===== config.mk =====
export PLATFORM = sky130hd
export DESIGN_NAME = fb_sprite_blitter
export DESIGN_NICKNAME = d
export VERILOG_FILES = /design/src/rtl/fb_sprite_blitter.sv
export SDC_FILE = /design/constraint.sdc
export NUM_CORES = 1
export LEC_CHECK = 0
export ABC_AREA = 0
export CAP_MARGIN = 20
export CORE_ASPECT_RATIO = 0.6
export CORE_MARGIN = 10
export CORE_UTILIZATION = 33
export CTS_BUF_LIST = sky130_fd_sc_hd__clkbuf_8
export DETAILED_ROUTE_END_ITERATION = 8
export PLACE_DENSITY_LB_ADDON = 0.08
export REMOVE_ABC_BUFFERS = 1
export SLEW_MARGIN = 30
export SYNTH_ARGS = -nofsm -noshare
export SYNTH_HDL_FRONTEND = slang
export SYNTH_SLANG_ARGS = --single-unit

===== constraint.sdc =====
create_clock -name Clk -period 4.7 [get_ports Clk]
set_clock_uncertainty 0.2 [all_clocks]
set_input_delay 0.94 -clock Clk [delete_from_list [all_inputs] [get_ports Clk]]
set_output_delay 0.94 -clock Clk [all_outputs]
set_load 0.03 [all_outputs]

===== src/rtl/fb_sprite_blitter.sv =====
// Copies one 16x16 sprite from a synchronous ROM into the 240x160 framebuffer, skipping key-colour and off-screen pixels.
// Defining FB_BLIT_FLIP_EN adds the flip_x input for horizontally mirrored blits.
module fb_sprite_blitter #(
  parameter int          SPR_W     = 16,
  parameter int          SPR_H     = 16,
  parameter int          FB_W      = 240,
  parameter int          FB_H      = 160,
  parameter logic [23:0] KEY_COLOR = 24'hFF00FF
) (
  input  logic        Clk,
  input  logic        Reset_n,
  input  logic        start,
  input  logic [3:0]  spr_idx,
  input  logic [9:0]  pos_x,
  input  logic [9:0]  pos_y,
`ifdef FB_BLIT_FLIP_EN
  input  logic        flip_x,
`endif
  output logic        busy,
  output logic        done,
  output logic [11:0] rom_addr,
  input  logic [23:0] rom_data,
  output logic [18:0] FBwrite_address,
  output logic [23:0] FBdata_In,
  output logic        FBwe
);

  localparam int CW = $clog2(SPR_W);
  localparam int RW = $clog2(SPR_H);

  typedef enum logic [1:0] {IDLE, RUN, DRAIN} state_t;

  state_t        state;
  logic [3:0]    sidx;
  logic [9:0]    sx, sy;
  logic          flip, flip_in;
  logic [RW-1:0] row, nrow;
  logic [CW-1:0] col, ncol;
  logic          last;
  logic [10:0]   px, py;
  logic          inb;
  logic [18:0]   addr;
  logic          pvld, pinb;
  logic [18:0]   paddr, hold_addr;
  logic [23:0]   hold_data;

`ifdef FB_BLIT_FLIP_EN
  assign flip_in = flip_x;
`else
  assign flip_in = 1'b0;
`endif

  function automatic logic [CW-1:0] rcol(input logic f, input logic [CW-1:0] c);
    return f ? ~c : c;
  endfunction

  assign last = (row == RW'(SPR_H - 1)) && (col == CW'(SPR_W - 1));
  assign ncol = col + 1'b1;
  assign nrow = (col == CW'(SPR_W - 1)) ? row + 1'b1 : row;

  // Screen coordinates of the pixel being issued, 11-bit two's complement.
  assign px   = {sx[9], sx} + 11'(col);
  assign py   = {sy[9], sy} + 11'(row);
  assign inb  = !px[10] && !py[10] && (px < 11'(FB_W)) && (py < 11'(FB_H));
  assign addr = 19'(py) * 19'(FB_W) + 19'(px);

  always_ff @(posedge Clk or negedge Reset_n) begin
    if (!Reset_n) begin
      state     <= IDLE;
      sidx      <= '0;
      sx        <= '0;
      sy        <= '0;
      flip      <= 1'b0;
      row       <= '0;
      col       <= '0;
      busy      <= 1'b0;
      done      <= 1'b0;
      rom_addr  <= '0;
      pvld      <= 1'b0;
      pinb      <= 1'b0;
      paddr     <= '0;
      hold_addr <= '0;
      hold_data <= '0;
    end else begin
      done <= 1'b0;
      case (state)
        IDLE: begin
          if (start) begin
            sidx     <= spr_idx;
            sx       <= pos_x;
            sy       <= pos_y;
            flip     <= flip_in;
            row      <= '0;
            col      <= '0;
            rom_addr <= {spr_idx, {RW{1'b0}}, rcol(flip_in, '0)};
            busy     <= 1'b1;
            state    <= RUN;
          end
        end
        RUN: begin
          // Tag travels alongside the ROM's own output register.
          pvld  <= 1'b1;
          pinb  <= inb;
          paddr <= addr;
          if (last) begin
            state <= DRAIN;
          end else begin
            row      <= nrow;
            col      <= ncol;
            rom_addr <= {sidx, nrow, rcol(flip, ncol)};
          end
        end
        DRAIN: begin
          pvld  <= 1'b0;
          busy  <= 1'b0;
          done  <= 1'b1;
          state <= IDLE;
        end
        default: state <= IDLE;
      endcase
      if (FBwe) begin
        hold_addr <= paddr;
        hold_data <= rom_data;
      end
    end
  end

  // The ROM output register is the data stage, so the write port is a mux of registered values.
  assign FBwe            = pvld && pinb && (rom_data != KEY_COLOR);
  assign FBwrite_address = FBwe ? paddr : hold_addr;
  assign FBdata_In       = FBwe ? rom_data : hold_data;

endmodule


==> results.txt <==
* Result of the run: finished with violations
- The checks that failed: setup timing.
* Total GRT Usage: 13.4%
- Cells traversed along the worst timing path: ha_1 -> a21o_1 -> a21oi_2 -> nor2b_1 -> o2111a_1 -> xnor2_2 -> inv_2 -> buf_6 -> fa_1 -> inv_1 -> fa_1 -> inv_1 -> ha_2 -> or4_4 -> o22ai_4 -> buf_12 -> xnor2_4 -> nand3_2 -> or4_4 -> nand3_2
- TritonCTS created 9 clock buffers.
- Compared with the post-synthesis result, the final layout area differs by 44.9%.
* Post-route non-filler standard cell count: 1064
* Detail Route met3 WL: 784 microns
- The total count of max-transition violations in the final report was 0.
- Measured slew at the worst slew-check pin: 0.696 ns
* Vias after detailed routing: 4969
- Yosys mapped a number of flops with a built-in enable equal to 0.
- GRT Residual Overflow: 0
- Max transition margin: 53.4%
- Number of routed nets with antenna violations: 0
- Clock H-tree levels: 3
* Type of destination of the critical path: register
- Pin count of the biggest net entering global routing: 72
- After clock tree synthesis, the clock-pin slew on the worst setup and hold paths is 0.10 ns.
* Count of buffering cells on the critical path with inverters included: 5
* Clock tree from TritonCTS: done
- Portion of synthesized cell area occupied by the leading cell type: 40.2%
* Number of standard cells after synthesis: 596
- Cells fill 49.1% of the core in the end.
- In the routed layout, each cell is associated on average with a via count of 4.67.
* Core area: 19100 sq um
* Part of the Yosys area used for sequential elements: 40.2%
- Top achievable clock speed: 204 MHz
* First-pass GRT wire length: 28500 microns
- Main area contributors after synthesis: dfrtp_1 (40%), mux2_2 (13%), ha_1 (8.1%), fa_1 (5.9%), inv_1 (3.8%)
* Insertion delay to the later sink of the worst-skew pair: 0.37 ns
* Clock Tree Root: clkbuf_8
* Ports: 109
- Met2 routed WL: 7440 microns
- Starting density of the core: 33.9%
- After layout, the worst path uses 105% of the clock period.
- Cell family with the largest share of critical-path delay: adder cells
* Leakage: 4.41 nW
- Max-capacitance violation count: 0
* Top cells by count, synth: dfrtp_1 (104), mux2_2 (73), inv_1 (66)
* Largest area contributor in the synthesized netlist: dfrtp_1
- Final hold vios: 0
- Maximum root-to-sink buffer count: 2
- Clk sink count: 104
- Sum Neg Setup Slack: -0.862 ns
- Along the worst hold path, the cell count comes to 1.
- The via count of the first global-routing pass is 5274.
- Dividing total power by cell area gives a power density of 169 nW/um^2.
- Commonest register cell after synthesis: dfrtp_1
- Yosys mapped the design onto 68 distinct sky130hd cell types.
- Antenna diode instance count: 0
- Routed signal wires occupy layers up through met4.
- Critical register-to-register path startpoint: rom_addr[5]
* First-pass DRT Iterations: 4
* # port buffers: 108
* Estimated wirelength of the detail-placed design: 13400 microns
- Setup violations remaining at the end of the flow were counted as 6.
* Library cell contributing the largest single delay on the critical path: or4_4
- Critical path startpoint category: register
* End of the worst register-to-register path: paddr[17]
- IR drop worst, VDD: 125 uV
* Length in cells of the worst reg-to-reg path: 20
* Layout net count: 905
- dfrtp_1 is the most common cell in the netlist.
- In this run the most critical hold path is launched from hold_data[5].
* Layout cells sized above 1: 38.8%
- For hold timing, the worst endpoint is hold_data[5].
* DIE HEIGHT: 129 microns
- Ys Warns: 0
* Initial DRC count: 182
- Critical path start-end classification: register to register
* Crit path required time: 4.81 ns
- The synthesized netlist occupies a cell area of 6480 sq um.
- After floorplanning, the core was divided into 39 placement rows.
- Minimum clock period: 4.91 ns
- In this run the worst hold path is classified as register to register.
- Including well taps, the total number of placed cells is 1029.
* RSZ-0062 raised after global routing: yes
- Setup slack on the worst reg-to-reg path comes out at -0.21 ns.
- Data on the critical path arrives at its endpoint at 5.03 ns.
* Crit path largest cell delay: 0.51 ns
* Hold-fix buffers, CTS: 0
- The initial antenna violation count is 0.
* Largest fanout on the critical path: 3
- The floorplan step defined a die boundary enclosing 25800 sq um.
- M1 wire length: 9110 microns
- Detail-routed net length per standard cell: 16.4 microns
* Flop and latch count out of synthesis: 104
- The die is 201 microns wide.
* Final routed DRC violation total: 0
- Syn avg cell area: 10.9 sq um
- Ys async rst share: 100%
- After layout, the worst setup slack is -0.214 ns.
* Wire length after detailed routing: 17500 microns
* Placer Congestion: 0.832
## metrics by stage
step	setup WS (ns)	total power, mW	cell area, sq um	hold slack, ns
after floorplan	-2.58	0.961	6390	0.246
after global placement	-0.329	1.05	8460	0.263
after detailed placement	-0.412	1.05	8460	0.271
after CTS	-0.156	1.61	9000	0.293
after global routing	-0.451	1.66	9380	0.322
final	-0.214	1.59	9380	0.285
## kinds of logic after synthesis
kind of cell | after synthesis | share of synthesized area (%)
adders and majority gates | 61 | 14.0
AOI/OAI and AO/OA | 108 | 11.0
and+or+nand+nor | 118 | 9.75
xor gates and xnor gates | 36 | 5.16
buffers and inverters | 83 | 5.18
DFF | 104 | 40.2
muxes | 86 | 14.8
## worst register-to-register path, delay by kind of cell (launching register included)
kind / cells / cell delay, ns
AO/OA/AOI/OAI: 4 / 0.86
XOR/XNOR: 2 / 0.29
adder cells (fa/ha/maj): 4 / 1.42
flip-flops: 1 / 0.41
buffers and inverters: 5 / 0.43
AND/OR/NAND/NOR: 5 / 1.25
## timing repair
| action | 4_1_cts | 5_1_grt |
|---|---|---|
| endpoints found under the setup margin | 10 | 11 |
| pin swaps | 41 | 52 |
| cloned | 0 | 0 |
| buffers inserted | 9 | 16 |
| resized for setup | 58 | 56 |
## sequential cells by signal, summed over array words and instances, names as in the netlist
| signal | count |
|---|---|
| hold_data | 24 |
| hold_addr | 19 |
| pvld | 1 |
| busy | 1 |
| sy | 10 |
| paddr | 19 |
| state | 2 |
| sidx | 4 |
| rom_addr | 12 |
| done | 1 |
| sx | 10 |
| pinb | 1 |
## cell usage in the layout (no fill, tap or decap), types with 7 or more instances in the layout
cell             instances
clkbuf_8                 9
inv_1                   61
o21ai_0                 16
buf_4                  111
clkdlybuf4s50_1         64
nor2b_1                  7
mux2i_1                 10
dfrtp_1                104
nand4_1                  9
xnor2_1                 15
buf_6                    8
ha_4                     9
fa_1                    15
a21o_1                   8
buf_12                  16
xor2_1                  10
ha_1                    30
a21oi_2                 12
a21oi_1                 23
mux2_2                  71
nand2_1                 31
nor2_1                  25
## power by group
group	internal [mW]	switching (mW)	leakage (nW)
Sequential	0.904	0.00221	1.31
Clock	0.243	0.316	0.104
Combinational	0.0600	0.0620	2.99
Total	1.21	0.380	4.41
## worst max path at each step
stage                startpoint  cells after the start  slack, ns      endpoint
floorplan           rom_data[5]                      3      -2.58  FBdata_In[0]
global placement    rom_addr[4]                     19      -0.33     paddr[17]
detailed placement        sy[1]                     20      -0.41     paddr[18]
CTS                 rom_addr[5]                     19      -0.16     paddr[18]
global route        rom_addr[6]                     20      -0.45     paddr[18]
finish              rom_addr[5]                     20      -0.21     paddr[17]
## area by class of cell
type                            instances  area, sq um
Clock buffer                            9          124
Clock inverter                          7         62.6
Fill cell                            1747         9750
Inverter                               67          251
Multi-Input combinational cell        409         4090
Sequential cell                       104         2600
Tap cell                              266          333
Timing Repair Buffer                  202         1920
## layer usage
layer | up-vias | GRT usage, %
met5 | - | 0
met4 | 0 | 2.13
met3 | 10 | 3.58
met2 | 88 | 19.9
met1 | 2414 | 19.4
li1 | 2457 | -
Note: power is estimated with default switching activity, not from simulation.
